File: src/rtl/ingress_rr_arbiter_pkg.sv
// Shared ring-node definitions: channel indices, default word width and a constant clog2 helper.
package ingress_rr_arbiter_pkg;

   localparam int CH_LEFT   = 0;
   localparam int CH_SELF   = 1;
   localparam int CH_RIGHT  = 2;
   localparam int DEF_WIDTH = 32;

   function automatic int clog2(input int value);
      int r;
      r = 0;
      while ((1 << r) < value) begin
         r = r + 1;
      end
      return r;
   endfunction

endpackage

File: src/rtl/ingress_fifo.sv
// Synchronous per-channel ingress FIFO; pointers carry one extra wrap bit for full/empty.
module ingress_fifo
   import ingress_rr_arbiter_pkg::*;
#(
   parameter int WIDTH = DEF_WIDTH,
   parameter int DEPTH = 4
) (
   input  logic             clk,
   input  logic             reset,
   input  logic             push,
   input  logic [WIDTH-1:0] din,
   input  logic             pop,
   output logic [WIDTH-1:0] dout,
   output logic             empty,
   output logic             full
);

   localparam int AW = clog2(DEPTH);

   logic [AW:0]      r_wr_ptr;
   logic [AW:0]      r_rd_ptr;
   logic [WIDTH-1:0] r_mem [DEPTH];

   logic w_empty;
   logic w_full;
   logic w_wr_en;
   logic w_rd_en;

   assign w_empty = (r_wr_ptr == r_rd_ptr);
   assign w_full  = (r_wr_ptr[AW] != r_rd_ptr[AW]) &&
                    (r_wr_ptr[AW-1:0] == r_rd_ptr[AW-1:0]);

   // A full FIFO still takes a push when the same edge frees a slot.
   assign w_rd_en = pop && !w_empty;
   assign w_wr_en = push && (!w_full || w_rd_en);

   always_ff @(posedge clk) begin
      if (reset) begin
         r_wr_ptr <= '0;
         r_rd_ptr <= '0;
      end else begin
         if (w_wr_en) r_wr_ptr <= r_wr_ptr + (AW+1)'(1);
         if (w_rd_en) r_rd_ptr <= r_rd_ptr + (AW+1)'(1);
      end
   end

   always_ff @(posedge clk) begin
      if (w_wr_en) r_mem[r_wr_ptr[AW-1:0]] <= din;
   end

   assign dout  = r_mem[r_rd_ptr[AW-1:0]];
   assign empty = w_empty;
   assign full  = w_full;

endmodule

File: src/rtl/ingress_rr_arbiter.sv
// Ring-node ingress: per-source FIFOs, round-robin arbiter and a registered valid/ready output.
// Build option INGRESS_SELF_PRIO_EN: the self channel wins whenever it holds a word.
module ingress_rr_arbiter
   import ingress_rr_arbiter_pkg::*;
#(
   parameter int WIDTH  = DEF_WIDTH,
   parameter int NUM_CH = 3,
   parameter int DEPTH  = 4,
   localparam int CH_W  = clog2(NUM_CH)
) (
   input  logic                    clk,
   input  logic                    reset,
   input  logic [NUM_CH-1:0]       in_valid,
   input  logic [NUM_CH*WIDTH-1:0] in_data,
   output logic [NUM_CH-1:0]       ovf,
   output logic                    out_valid,
   output logic [WIDTH-1:0]        out_data,
   output logic [CH_W-1:0]         out_ch,
   input  logic                    out_ready
);

   logic [NUM_CH-1:0] w_empty;
   logic [NUM_CH-1:0] w_full;
   logic [NUM_CH-1:0] w_pop;
   logic [WIDTH-1:0]  w_dout [NUM_CH];

   logic              w_load;
   logic              w_gnt_vld;
   logic [CH_W-1:0]   w_gnt;
   logic              w_keep_ptr;
   int                w_idx;
   logic [CH_W-1:0]   w_scan;
   logic [NUM_CH-1:0] w_ovf_set;

   logic              r_out_valid;
   logic [WIDTH-1:0]  r_out_data;
   logic [CH_W-1:0]   r_out_ch;
   logic [CH_W-1:0]   r_ptr;
   logic [NUM_CH-1:0] r_ovf;

   for (genvar c = 0; c < NUM_CH; c++) begin : g_fifo
      ingress_fifo #(
         .WIDTH (WIDTH),
         .DEPTH (DEPTH)
      ) u_fifo (
         .clk   (clk),
         .reset (reset),
         .push  (in_valid[c]),
         .din   (in_data[c*WIDTH +: WIDTH]),
         .pop   (w_pop[c]),
         .dout  (w_dout[c]),
         .empty (w_empty[c]),
         .full  (w_full[c])
      );
   end

   assign w_load = !r_out_valid || out_ready;

   // Scan starts just past the last granted channel, so every source waits at most NUM_CH-1 grants.
   always_comb begin
      w_gnt_vld  = 1'b0;
      w_gnt      = '0;
      w_keep_ptr = 1'b0;
      w_idx      = 0;
      w_scan     = '0;
      for (int i = 1; i <= NUM_CH; i++) begin
         w_idx = int'(r_ptr) + i;
         if (w_idx >= NUM_CH) w_idx = w_idx - NUM_CH;
         w_scan = CH_W'(w_idx);
         if (!w_gnt_vld && !w_empty[w_scan]) begin
            w_gnt_vld = 1'b1;
            w_gnt     = w_scan;
         end
      end
`ifdef INGRESS_SELF_PRIO_EN
      if (!w_empty[CH_SELF]) begin
         w_gnt_vld  = 1'b1;
         w_gnt      = CH_W'(CH_SELF);
         w_keep_ptr = 1'b1;
      end
`endif
   end

   always_comb begin
      w_pop = '0;
      if (w_load && w_gnt_vld) w_pop[w_gnt] = 1'b1;
   end

   assign w_ovf_set = in_valid & w_full & ~w_pop;

   always_ff @(posedge clk) begin
      if (reset) begin
         r_out_valid <= 1'b0;
         r_out_data  <= '0;
         r_out_ch    <= '0;
         r_ptr       <= CH_W'(NUM_CH - 1);
         r_ovf       <= '0;
      end else begin
         r_ovf <= r_ovf | w_ovf_set;
         if (w_load) begin
            r_out_valid <= w_gnt_vld;
            if (w_gnt_vld) begin
               r_out_data <= w_dout[w_gnt];
               r_out_ch   <= w_gnt;
               if (!w_keep_ptr) r_ptr <= w_gnt;
            end
         end
      end
   end

   assign ovf       = r_ovf;
   assign out_valid = r_out_valid;
   assign out_data  = r_out_data;
   assign out_ch    = r_out_ch;

endmodule

File: config.mk
export PLATFORM = sky130hd
export DESIGN_NAME = ingress_rr_arbiter
export DESIGN_NICKNAME = d
export VERILOG_FILES = /design/src/rtl/ingress_rr_arbiter_pkg.sv /design/src/rtl/ingress_fifo.sv /design/src/rtl/ingress_rr_arbiter.sv
export SDC_FILE = /design/constraint.sdc
export NUM_CORES = 1
export LEC_CHECK = 0
export CAP_MARGIN = 20
export CORE_MARGIN = 2
export CORE_UTILIZATION = 58
export DETAILED_ROUTE_END_ITERATION = 8
export GPL_TIMING_DRIVEN = 0
export HOLD_SLACK_MARGIN = 0.05
export PLACE_DENSITY = 0.76
export SYNTH_ARGS = -nofsm -noshare
export SYNTH_HDL_FRONTEND = slang
export SYNTH_HIERARCHICAL = 1
export SYNTH_SLANG_ARGS = --single-unit
File: constraint.sdc
create_clock -name clk -period 6.15 [get_ports clk]
set_input_delay 1.5375 -clock clk [delete_from_list [all_inputs] [get_ports clk]]
set_output_delay 1.5375 -clock clk [all_outputs]
set_load 0.05 [all_outputs]
Yosys cells after proc, flatten, opt, wreduce, memory -nomap -nowiden
Memory sizes are Yosys's and may differ from the RTL's. A register that Yosys moved wholly into a read port is not among the register bits.
Cells that the tools add are included.
Word-level totals
  register bits: 58
  memory bits (writable): 384
  output and inout port bits: 38
  word-level logic and storage cells: 110
  memories: 3
Memory list
  g_fifo[0].u_fifo.r_mem: depth 4, bits a word 32, rd ports 1, clocked after Yosys merged registers in 1, write ports 1, line ingress_fifo.sv:22  | logic [WIDTH-1:0] r_mem [DEPTH];
  g_fifo[1].u_fifo.r_mem: depth 4, bits a word 32, rd ports 1, clocked after Yosys merged registers in 1, write ports 1, line ingress_fifo.sv:22
  g_fifo[2].u_fifo.r_mem: depth 4, bits a word 32, rd ports 1, clocked after Yosys merged registers in 1, write ports 1, line ingress_fifo.sv:22
Cells by class
  add/sub/neg operators: 12
  order comparisons: 9
  equality and inequality tests: 9
  multiplexer cells: 33
  bitwise operators: 5
  reduce and logical (&&, ||, !) cells: 28
Operator list (count)
  $bmux 32 s2: 1
  $mux 32: 2
  $mux 2: 12
  $add 3x1->3 const B: 6
  $logic_and 1x1->1: 13
  $mux 1: 13
  $lt 2x3->1 const B: 4
  $logic_not 1->1: 10
  $eq 3x3->1: 3
  $ge 3x2->1 const B: 3
  $add 2x2->3 const B: 2
  $and 3x3->3: 2
  $bmux 1 s2: 3
  $eq 2x2->1: 3
  $sub 2x2->2 const B: 3
  $logic_or 1x1->1: 4
  $add 2x1->3 const B: 1
  $ge 3x3->1 const B: 1
  $mux 3: 1
  $ne 1x1->1: 3
  $not 2->3: 1
  $not 3->3: 1
  $or 3x3->3: 1
  $demux 1 s2: 1
  2 further kinds: 2

Logic depth before layout (Yosys ltp)
Gate-level depths: netlist of run 1.
  depth in word-level cells: 21
  gate-level depth with buffers: 12

By module
Netlist of run 1, hierarchy kept.
By module, submodules not included
  ingress_fifo: times used 3, cells each 222, area an instance 5144.9 µm², sequential area each 4003.8 µm²
  ingress_rr_arbiter: times used 1, cells each 262, area an instance 2462.4 µm², sequential area each 780.7 µm²

Worst setup path after synthesis of run 1
Ideal clock, no wire load.
  path type: input -> register
  start point: input out_ready
  end point: register g_fifo[1].u_fifo.r_wr_ptr[2]
  arrival time: 4678 ps
  required time: 6022 ps
  slack: 1344 ps
  stages on the path: 8
  path buffers: 0
  cell sequence: nor2b_1 a41o_1 a21o_4 nor3_4 and2_1 inv_2 a41oi_1 mux2_1
Between the ends
  longest elaborated chain between the ends: 6
Ends and longest elaborated chain
  from (decl): line ingress_rr_arbiter.sv:19  | input logic out_ready
  $logic_or 1x1->1: line ingress_rr_arbiter.sv:57  | assign w_load = !r_out_valid || out_ready;
  $logic_and 1x1->1: line ingress_rr_arbiter.sv:86  | if (w_load && w_gnt_vld) w_pop[w_gnt] = 1'b1;
  $mux 3: line ingress_rr_arbiter.sv:86
  named net w_pop[1]: line ingress_rr_arbiter.sv:24  | logic [NUM_CH-1:0] w_pop;
  $logic_and 1x1->1: line ingress_fifo.sv:34  | assign w_rd_en = pop && !w_empty;
  $logic_or 1x1->1: line ingress_fifo.sv:35  | assign w_wr_en = push && (!w_full || w_rd_en);
  $logic_and 1x1->1: line ingress_fifo.sv:35
  to (signal assigned): line ingress_fifo.sv:42  | if (w_wr_en) r_wr_ptr <= r_wr_ptr + (AW+1)'(1);
  to (decl): line ingress_fifo.sv:20  | logic [AW:0] r_wr_ptr;
The timed path passes the listed nets, and every way through them passes these cells.
A chain may end at the register's enable or synchronous reset.

Worst setup path after layout of run 1
  start point: register g_fifo[0].u_fifo.r_wr_ptr[1]
  end point: memory g_fifo[2].u_fifo/r_mem[0][28] in the netlist's numbering, enable pin
Between the ends
  longest elaborated chain between the ends: 19
Ends and longest elaborated chain
  from (decl): line ingress_fifo.sv:20
  from (signal assigned): line ingress_fifo.sv:42
  $eq 3x3->1 *: line ingress_fifo.sv:29  | assign w_empty = (r_wr_ptr == r_rd_ptr);
  named net w_empty[0]: line ingress_rr_arbiter.sv:22  | logic [NUM_CH-1:0] w_empty;
  $bmux 1 s2: line ingress_rr_arbiter.sv:70  | if (!w_gnt_vld && !w_empty[w_scan]) begin
  $mux 1 (implied by the code): line ingress_rr_arbiter.sv:70
  $logic_not 1->1: line ingress_rr_arbiter.sv:70
  $logic_and 1x1->1: line ingress_rr_arbiter.sv:70
  $mux 1: line ingress_rr_arbiter.sv:70
  $logic_not 1->1: line ingress_rr_arbiter.sv:70
  [5 not listed]
  $demux 1 s2: line ingress_rr_arbiter.sv:86
  $mux 3 *: line ingress_rr_arbiter.sv:86
  named net w_pop[2]: line ingress_rr_arbiter.sv:24
  $logic_and 1x1->1 *: line ingress_fifo.sv:34
  $logic_or 1x1->1 *: line ingress_fifo.sv:35
  $logic_and 1x1->1 *: line ingress_fifo.sv:35
  $mux 1 *: line ingress_fifo.sv:48  | if (w_wr_en) r_mem[r_wr_ptr[AW-1:0]] <= din;
  $mux 1 (implied by the code) *: line ingress_fifo.sv:48
  to (decl): line ingress_fifo.sv:22
The timed path passes the listed nets; every way through them passes the cells marked *. The select of a mux whose other input is x is not followed.

==> results.md, run 1 <==
* Status: finished, final reports clean
* Setup tns final at 0 ns
* # setup viols final at 0
* Row count at 64
* Post-synthesis cell type count at 60
* Reg clk slew, reported paths at 0.06 ns
* Die H at 180 microns
* Seq cells post-synth at 447
* EDFF count, synth at 384
* Post-synth top flop: edfxtp_1
* Proportion of layout cells with a drive suffix above 1 at 0.210
* Critical Path AT at 4.50 ns
* Count leader, synth: edfxtp_1
* Synth Instances at 928
* Max H-tree Level at 2
* Internal Pwr Total at 6.16 mW
* R2R Setup Slk at 1.82 ns
* Mapped Area at 17900 sq um
* Asr flop ratio synth at 0
* Max frequency at 0.231 GHz
* Met3 WL at 2.93 mm
* Crit-path max cell delay at 0.79 ns
* Final Util at 0.702
* Met1 wire length at 15.3 mm
* Die Wd at 180 microns
* Final Wtd Congestion at 0.786
* Critical path type: reg -> reg
* Pleak at 6.97 nW
* Crit path buf inv count at 1
* Hold Fails Final Rpt at 0
* HPWL Detailed at 24.6 mm
* Total wire length at 36.7 mm
* Max-Slew Margin vs Limit at 0.364
* # IOs at 140
* Largest net degree at the start of global routing at 33
* CTS buffer count at 45
* Switching power total at 2.94 mW
* CTS tree: built
* HP Start: ovf[2]
* Syn Area/Cell at 19.3 sq um
* Max clock buf depth at 3
* FILL cells at 1945
* WL per Instance at 23.6 microns
* Sw Share at 0.324
* Vias in the first global route at 9516
* Initial antenna violation count at 2
* Port Buffers at 139
* Worst Hold Class: reg -> reg
* Final period utilization at 0.704
* Seq/Total Area, Yosys at 0.715
* Nets at 1243
* RSZ-0062 raised after global routing: false
* Core footprint at 30500 sq um
* Layout Skew at 0.0112 ns
* PwrDens at 425 nW/um^2
* CP max-delay cell: and2_2
* Worst setup path start: g_fifo[0].u_fifo/r_wr_ptr[1]
* Final Max Tran Viols at 0
* Max VDD drop at 0.240 mV
* Detailed Route Iter0 Violations at 864
* DR pass1 iterations at 6
* CP Max Fanout at 32
* Most area-consuming cells after synthesis: edfxtp_1 64%, mux4_2 12%, dfxtp_1 7.0%
* Clock sink total at 447
* Layout Area Growth over Synthesis at 19.7%
* Root Buffer Master: clkbuf_16
* First-pass GRT wire length at 56.1 mm
* Yosys top cell by area: edfxtp_1
* Max Cap Viol at 0
* Top Layer Used: met5
* Gr ovfl total at 0
* Critical-path cell list: xnor2_2, nand2_1, nor2_1, nand2_1, o31a_1, a221o_1, nand2_1, and2_1, inv_2, a41oi_2, and2_2
* Worst Path Required at 6.32 ns
* DIE AREA at 32300 sq um
* Worst Setup End Kind: register
* Vias at 9352
* Share of the synthesized area in the top cell type at 0.644
* GRT Overall Usage at 0.231
* Cell family with most CP delay: simple AND/OR/NAND/NOR gates
* Clock network power share at 0.282
* Yosys warns at 6
* Antenna Violating Nets Remaining at 0
* Combinational fraction of design power at 0.315
* RR Startpoint: g_fifo[0].u_fifo/r_wr_ptr[1]
* Vias per cell at 6.02
* Hold Buf Count CTS at 0
* Syn Nets at 1049
* Crit path top cell by count: nand2_1
* Worst Setup Start Kind: register
* DRC viols at 0
* N_diodes at 0
* WL met2 at 17.6 mm
* Starting Density at 0.587
* Postcts setup bufs at 0
* Reg power frac at 0.403
* Tmin final at 4.33 ns
* Clock latency on the worst-skew pair at 0.55 ns
* Cts repair resizes at 0
* Worst-Margin Slew at 0.951 ns
* Post-synth top cells: 384 x edfxtp_1, 96 x mux4_2, 63 x dfxtp_1
## power by group through the flow
stage	clock, mW	combinational, mW	sequential (mW)
detailed placement	0	2.85	3.73
finish	2.57	2.87	3.67
global route	2.73	3.06	3.68
global placement	0	2.77	3.72
floorplan	0	1.73	3.93
CTS	2.61	2.87	3.67
## registers in the layout, indices dropped and copies added, names as in the netlist, named ones only
signal,flops
r_ptr,1
ovf,3
g_fifo.u_fifo/r_wr_ptr,9
out_valid,1
g_fifo.u_fifo/r_rd_ptr,9
g_fifo.u_fifo/r_mem,384
out_data,32
out_ch,2
## layout make-up
type / instances / area, sq um / area share
flip-flops and latches: 447 / 12800 / 0.597
plain buffers: 47 / 283 / 0.0132
clock inverters: 21 / 176 / 0.00823
well taps: 396 / 495 / 0.0231
multi-input cells: 412 / 4810 / 0.224
clock buffers: 62 / 1210 / 0.0565
inverters: 22 / 82.6 / 0.00385
repair buffers: 147 / 1580 / 0.0738
## worst register-to-register path, cell delays in order (launching register included)
cell and delay, ns:
dfxtp_1 0.38, xnor2_2 0.39, nand2_1 0.13, nor2_1 0.41, nand2_1 0.19, o31a_1 0.31, a221o_1 0.35, nand2_1 0.30
and2_1 0.31, inv_2 0.10, a41oi_2 0.27, and2_2 0.79
## worst paths after layout
path,end,cells after the start
setup reg to reg,g_fifo[2].u_fifo/r_mem[0][28],11
hold / removal,ovf[2],2
setup / recovery,g_fifo[2].u_fifo/r_mem[0][28],11
hold reg to reg,ovf[2],2
## cell families after synthesis
kind of cell,count (synthesis),share of synthesized area
AO/OA/AOI/OAI,105,0.0468
XOR/XNOR,12,0.00965
adder cells (fa/ha/maj),19,0.0133
buffers and inverters,69,0.0204
flip-flops,447,0.715
multiplexers,147,0.152
AND/OR/NAND/NOR,129,0.0433
## metrics by stage
| stage | worst slack, ns | std cells | total power, mW | cell area, sq um | hold slack [ns] |
|---|---|---|---|---|---|
| after detailed placement | 1.47 | 1471 | 6.57 | 20000 | 0.471 |
| final | 1.82 | 1554 | 9.10 | 21400 | 0.477 |
| after global routing | 1.55 | 1554 | 9.47 | 21400 | 0.514 |
| after floorplan | 1.34 | 928 | 5.66 | 17900 | 0.513 |
| after CTS | 1.86 | 1554 | 9.14 | 21400 | 0.480 |
| after global placement | -0.767 | 1463 | 6.50 | 19800 | 0.459 |
## per-layer routing
layer,global-route usage,vias up
met3,0.0565,68
met2,0.373,378
met5,0,-
met1,0.319,4758
li1,-,4146
met4,0.0621,2
## placed cells by master (no fill, tap or decap), drive strengths merged, types with 19 or more instances in the layout
master and count:
a32oi 32, buf 42, clkbuf 75, clkdlybuf4s50 139
dfxtp 63, edfxtp 384, ha 19, inv 26
mux2i 38, mux4 96, nor2 26, nor2b 44
o21ai 33
Note: power is estimated with default switching activity, not from simulation.
==> run 2: changes to the inputs <==
==> constraint.sdc (replaced) <==
create_clock -name clk -period 4.28 [get_ports clk]
set_input_delay 1.07 -clock clk [delete_from_list [all_inputs] [get_ports clk]]
set_output_delay 1.07 -clock clk [all_outputs]
set_load 0.05 [all_outputs]
==> run 2 against run 1 <==
  * Die area stayed put
  * Cell count is 0.19% higher
  * Critical path depth stayed put
  * Count of clock-buffer cells in the layout is 2 higher
  * Non-clock buffer count stayed put
  * Worst hold slack worse by 0.0025 ns
  * Worst setup slack worse by 1.6 ns
  * Final area is 0.51% higher
  * Utilization is 0.36 points higher
  * Fmax is 7.7% higher
  * Clock skew is 0.013 ns higher
  * Critical path type unchanged
  * Largest cell class unchanged
==> results.md, run 2 (synthesis gave the netlist of run 1 again) <==
* Vias in the first global route at 9512
* HPWL Detailed at 24.9 mm
* Final Wtd Congestion at 0.789
* Crit-path max cell delay at 0.55 ns
* RSZ-0062 raised after global routing: false
* Cell family with most CP delay: simple AND/OR/NAND/NOR gates
* Worst Setup End Kind: register
* Worst-Margin Slew at 0.951 ns
* Core footprint at 30500 sq um
* Clock sink total at 447
* RR Startpoint: g_fifo[1].u_fifo/r_wr_ptr[1]
* Initial antenna violation count at 2
* Max reg flops at 384
* Placement Setup Slack at -0.0128 ns
* Max frequency at 0.249 GHz
* DIE AREA at 32300 sq um
* Clock latency on the worst-skew pair at 0.56 ns
* Total wire length at 37.5 mm
* CP Max Fanout at 32
* Port Buffers at 139
* Final Max Tran Viols at 0
* CTS buffer count at 46
* Hold EP: out_data[24]
* DR pass1 iterations at 5
* Row count at 64
* Vias at 9328
* Worst Path Required at 4.47 ns
* Terminus of the critical flop-to-flop path: g_fifo[2].u_fifo/r_mem[1][4]
* R2R Setup Slk at 0.26 ns
* Layout Area Growth over Synthesis at 20.3%
* Nets at 1244
* Vias per cell at 5.99
* Reg clk slew, reported paths at 0.06 ns
* Hold path cells at 2
* Die H at 180 microns
* GRT Overall Usage at 0.233
* Proportion of layout cells with a drive suffix above 1 at 0.216
* Max H-tree Level at 2
* WHS at 0.474 ns
* Final worst-path setup slack at 0.260 ns
* Detailed Route Iter0 Violations at 694
* Hold Fails Final Rpt at 0
* Max clock buf depth at 3
* Worst Setup Start Kind: register
* Critical path type: reg -> reg
* WL per Instance at 24.1 microns
* CTS tree: built
* Gr ovfl total at 0
* Critical Path AT at 4.21 ns
* Root Buffer Master: clkbuf_16
* Max Cap Viol at 0
* Most common cell after layout, fill and taps aside: edfxtp_1
* Starting Density at 0.587
* Pleak at 7.03 nW
* Layout Skew at 0.0242 ns
* DRC viols at 0
* Antenna Violating Nets Remaining at 0
* # IOs at 140
* Max-Slew Margin vs Limit at 0.364
* Max VDD drop at 0.465 mV
* Final Util at 0.706
* FILL cells at 1910
* Worst Hold Class: reg -> reg
* Setup tns final at 0 ns
* HP Start: out_data[24]
* Status: finished, final reports clean
* Die Wd at 180 microns
* Crit path buf inv count at 1
* # setup viols final at 0
* First-pass GRT wire length at 57.0 mm
* Final period utilization at 0.939
* PwrDens at 620 nW/um^2
* Largest net degree at the start of global routing at 33
* Crit path top cell by count: nand2_1
* Most frequent cells in the layout: 384 x edfxtp_1, 139 x clkdlybuf4s50_1, 96 x mux4_2
* CP max-delay cell: and2_4
* Tmin final at 4.02 ns
* Critical-path cell list: xnor2_2, nand2_1, nor2_2, nor2b_1, o21ai_1, a221o_1, nand2_1, and2_1, inv_2, a41oi_2, and2_4
* R2R cell count at 11
run 2: changes by cell type in the layout (fill, tap and decap cells not counted), moves of 2 or more:
cell	previous run	this run
and2_2	9	4
and2_4	1	6
buf_16	4	2
bufinv_16	2	4
clkbuf_16	45	47
clkinv_1	6	3
inv_6	3	0
nor2_1	25	23
nor2_2	0	2
run 2: cell type report:
class / instances / area, sq um / area share
Multi-Input combinational cell: 412 / 4820 / 0.224
Antenna cell: 1 / 2.50 / 0.000116
Inverter: 22 / 82.6 / 0.00383
Timing Repair Buffer: 147 / 1550 / 0.0722
Clock inverter: 21 / 249 / 0.0116
Sequential cell: 447 / 12800 / 0.594
Clock buffer: 64 / 1260 / 0.0585
Buffer: 47 / 283 / 0.0131
Tap cell: 396 / 495 / 0.0230
run 2: layer usage:
layer  vias to the layer above  global-route usage  share of wire
met5                         -                   0        0.00053
met4                         4              0.0579          0.021
met3                        64              0.0506          0.064
met2                       321               0.377           0.49
met1                      4802               0.328           0.43
li1                       4137                   -              -
run 2: worst max path at each step:
stage,from,to,slack [ns],cells after the start
after floorplan,out_ch[0],g_fifo[0].u_fifo/r_wr_ptr[2],0.63,12
after global placement,out_ready,g_fifo[1].u_fifo/r_wr_ptr[2],-0.68,9
after detailed placement,g_fifo[0].u_fifo/r_wr_ptr[1],g_fifo[2].u_fifo/r_mem[0][29],-0.01,11
after CTS,g_fifo[1].u_fifo/r_wr_ptr[1],g_fifo[2].u_fifo/r_mem[1][28],-0.05,11
after global routing,g_fifo[1].u_fifo/r_wr_ptr[1],g_fifo[2].u_fifo/r_mem[1][25],0.07,11
final,g_fifo[1].u_fifo/r_wr_ptr[1],g_fifo[2].u_fifo/r_mem[1][4],0.26,11
run 2: power breakdown:
group,switching (mW),internal (mW)
logic,2.51,1.63
registers,0.161,5.10
clock network,1.63,2.32
run 2: metrics by stage:
stage / power [mW] / instance area (sq um) / cells
after floorplan: 8.14 / 17900 / 928
after global placement: 9.35 / 19800 / 1463
after detailed placement: 9.46 / 20000 / 1470
after CTS: 13.4 / 21500 / 1555
after global routing: 13.9 / 21500 / 1556
final: 13.4 / 21500 / 1557
run 2: timing repair:
| item | CTS | global route |
|---|---|---|
| hold buffers | 0 | 0 |
| setup buffers | 0 | 1 |
| pin swaps | 0 | 1 |
| setup endpoints to repair | 96 | 161 |
| gates resized for setup | 1 | 6 |
| gates cloned | 0 | 0 |
run 2: worst register-to-register path, cell delays in order, from the launching register on:
cell and delay, ns:
dfxtp_1 0.37, xnor2_2 0.41, nand2_1 0.15, nor2_2 0.30
nor2b_1 0.33, o21ai_1 0.15, a221o_1 0.33, nand2_1 0.31
and2_1 0.29, inv_2 0.09, a41oi_2 0.32, and2_4 0.55
==> run 3: changes to the inputs <==
--- a/config.mk
+++ b/config.mk
@@ -11,8 +11,7 @@
 export DETAILED_ROUTE_END_ITERATION = 8
 export GPL_TIMING_DRIVEN = 0
 export HOLD_SLACK_MARGIN = 0.05
-export PLACE_DENSITY = 0.76
+export PLACE_DENSITY = 0.77
 export SYNTH_ARGS = -nofsm -noshare
 export SYNTH_HDL_FRONTEND = slang
-export SYNTH_HIERARCHICAL = 1
 export SYNTH_SLANG_ARGS = --single-unit
==> run 3 against run 2 <==
  * Final area is 1.6% lower
  * Combinational power up 20%
  * Sequential share of layout area rose by 0.99 points
  * Sequential power rose by 6.5%
  * Clock power is 2% lower
  * First-iteration DRC count is 44% higher
  * Count of clock-buffer cells in the layout shrank 3
  * Worst setup slack worse by 0.22 ns
  * Worst hold slack lost 0.0011 ns
  * Critical endpoint is now g_fifo[1].u_fifo.r_mem[0][25]
  * Wire length grew 1.7%
==> results.md, run 3 <==
* Final period utilization at 0.991
* Worst Path Required at 4.46 ns
* WHS at 0.473 ns
* Met3 Usage GRT at 0.0433
* Reg clk slew, reported paths at 0.06 ns
* GR peak layer: met2
* Status: finished, final reports clean
* Clock sink total at 447
* WL per Instance at 24.2 microns
* Die Wd at 178 microns
* Max VDD drop at 0.520 mV
* Worst Setup End Kind: register
* GRT Overall Usage at 0.246
* Syn Nets at 1069
* Terminus of the critical flop-to-flop path: g_fifo[1].u_fifo.r_mem[0][25]
* PwrDens at 682 nW/um^2
* Total wire length at 38.1 mm
* Largest net degree at the start of global routing at 33
* Max Cap Viol at 0
* DR pass1 iterations at 7
* CTS tree: built
* RSZ-0062 raised after global routing: true
* Crit path buf inv count at 4
* Asr flop ratio synth at 0
* Worst Setup Start Kind: register
* Mapped Area at 17500 sq um
* Gr ovfl total at 0
* Max frequency at 0.236 GHz
* Max reg flops at 384
* CP max-delay cell: and2_2
* EDFF count, synth at 384
* Yosys top cell by area: edfxtp_1
* R2R Setup Slk at 0.04 ns
* Final worst-path setup slack at 0.0366 ns
* Worst-Margin Slew at 1.03 ns
* Post-synth top cells: 384 x edfxtp_1, 96 x mux4_2, 73 x nand2_1
* Max-Slew Margin vs Limit at 0.311
* Post-synthesis cell type count at 60
* Final Wtd Congestion at 0.868
* HPWL Detailed at 25.3 mm
* Seq/Total Area, Yosys at 0.730
* GR Util met2 at 0.409
* Yosys warns at 0
* Syn Area/Cell at 18.5 sq um
* DRC viols at 0
* Met1 usage at 0.332
* Worst Hold Class: reg -> reg
* Most area-consuming cells after synthesis: edfxtp_1 66%, mux4_2 12%, dfxtp_1 7.2%
* Tmin final at 4.24 ns
* Final Max Tran Viols at 0
* Hold Fails Final Rpt at 0
* CTS buffer count at 45
* Vias per cell at 6.09
* Starting Density at 0.590
* Placement Setup Slack at -0.204 ns
* Vias in the first global route at 9763
* Crit path top cell by count: inv_1
* Root Buffer Master: clkbuf_16
* Clock latency on the worst-skew pair at 0.56 ns
* Worst setup path start: out_ch[0]
* Die H at 178 microns
* Post-synth top flop: edfxtp_1
* Seq cells post-synth at 447
* Hold Buf Count CTS at 0
* CP Max Fanout at 32
* Max clock buf depth at 3
* Count leader, synth: edfxtp_1
* Layout Skew at 0.0200 ns
* Critical Path AT at 4.42 ns
* # IOs at 140
* Critical path type: reg -> reg
* Nets at 1271
* Worst path depth at 11
* Most frequent cells in the layout: 384 x edfxtp_1, 139 x clkdlybuf4s50_1, 96 x mux4_2
* DIE AREA at 31600 sq um
* Row count at 63
* Detailed Route Iter0 Violations at 999
* # setup viols final at 0
* Core footprint at 29700 sq um
* R2R cell count at 11
* Overall power at 14.4 mW
* Max H-tree Level at 2
* Critical-path cell list: inv_1, ha_1, clkbuf_1, inv_1, nand4_1, nand4b_1, a41oi_1, buf_2, nand2_1, a21boi_0, and2_2
* Cell family with most CP delay: simple AND/OR/NAND/NOR gates
* Layout Area Growth over Synthesis at 20.9%
* Pleak at 6.97 nW
* First-pass GRT wire length at 57.0 mm
* Vias at 9597
* Crit-path max cell delay at 0.79 ns
* Proportion of layout cells with a drive suffix above 1 at 0.202
* Port Buffers at 139
* Initial antenna violation count at 5
* Share of the synthesized area in the top cell type at 0.658
* Synth Instances at 949
* CP endpoint: g_fifo[1].u_fifo.r_mem[0][25]
* Antenna Violating Nets Remaining at 0
* Most common cell after layout, fill and taps aside: edfxtp_1
* RR Startpoint: out_ch[0]
-- run 3: per-stage QoR --
stage          instances  cell area (sq um)   util  TNS, ns
6_report            1577              21200  0.713        0
5_1_grt             1577              21200  0.713   -15.27
4_1_cts             1575              21200  0.712        0
3_5_place_dp        1493              19700  0.663    -1.79
3_3_place_gp        1478              19400  0.653  -457.60
2_1_floorplan        949              17500      -   -80.09
-- run 3: cell families (layout without fill, tap and decap cells) --
logic type | after synthesis | after routing | share of synthesized area
buffers and inverters | 69 | 305 | 0.0186
XOR/XNOR | 14 | 14 | 0.00743
AO/OA/AOI/OAI | 114 | 114 | 0.0493
multiplexers | 113 | 113 | 0.134
other | 0 | 2 | 0
flip-flops | 447 | 447 | 0.730
AND/OR/NAND/NOR | 174 | 174 | 0.0477
adder cells (fa/ha/maj) | 18 | 18 | 0.0129
-- run 3: worst register-to-register path, delay by kind of cell (launching register included) --
kind	cells	cell delay [ns]
AOI/OAI and AO/OA	2	0.67
adders and majority gates	1	0.24
buffers and inverters	4	0.90
DFF	1	0.57
and+or+nand+nor	4	1.48
-- run 3: routing by layer --
| layer | share of wire | wire length, microns |
|---|---|---|
| met4 | 0.032 | 1220 |
| met1 | 0.40 | 15200 |
| met2 | 0.50 | 19200 |
| met3 | 0.066 | 2500 |
| met5 | 0.0011 | 41 |
-- run 3: area by class of cell --
class	instances	area, sq um
Antenna cell	2	5.00
Buffer	55	274
Clock buffer	61	1260
Clock inverter	20	198
Fill cell	1835	8530
Inverter	14	52.6
Multi-Input combinational cell	433	4480
Sequential cell	447	12800
Tap cell	390	488
Timing Repair Buffer	155	1640
-- run 3: worst min-delay path by stage --
stage                                       startpoint                           end  cells past startpoint
final                                           ovf[1]                        ovf[1]                      2
after global routing                            ovf[0]                        ovf[0]                      2
after CTS                                       ovf[1]                        ovf[1]                      2
after detailed placement                        ovf[0]                        ovf[0]                      2
after global placement                          ovf[1]                        ovf[1]                      2
after floorplan           g_fifo[0].u_fifo.r_wr_ptr[2]  g_fifo[0].u_fifo.r_wr_ptr[2]                      2
-- run 3: report_power, final --
| part | internal, mW | total (mW) | leakage, nW | switching, mW |
|---|---|---|---|---|
| sequential | 5.37 | 5.60 | 4.04 | 0.229 |
| clock | 2.25 | 3.87 | 0.718 | 1.62 |
| combinational | 1.92 | 4.97 | 2.21 | 3.05 |
-- run 3: repair_timing --
item	in CTS	in global routing
gates cloned	0	0
setup buffers	1	0
resized for setup	1	2
endpoints found under the setup margin	14	107
hold endpoints to repair	0	0
pin swaps	1	0
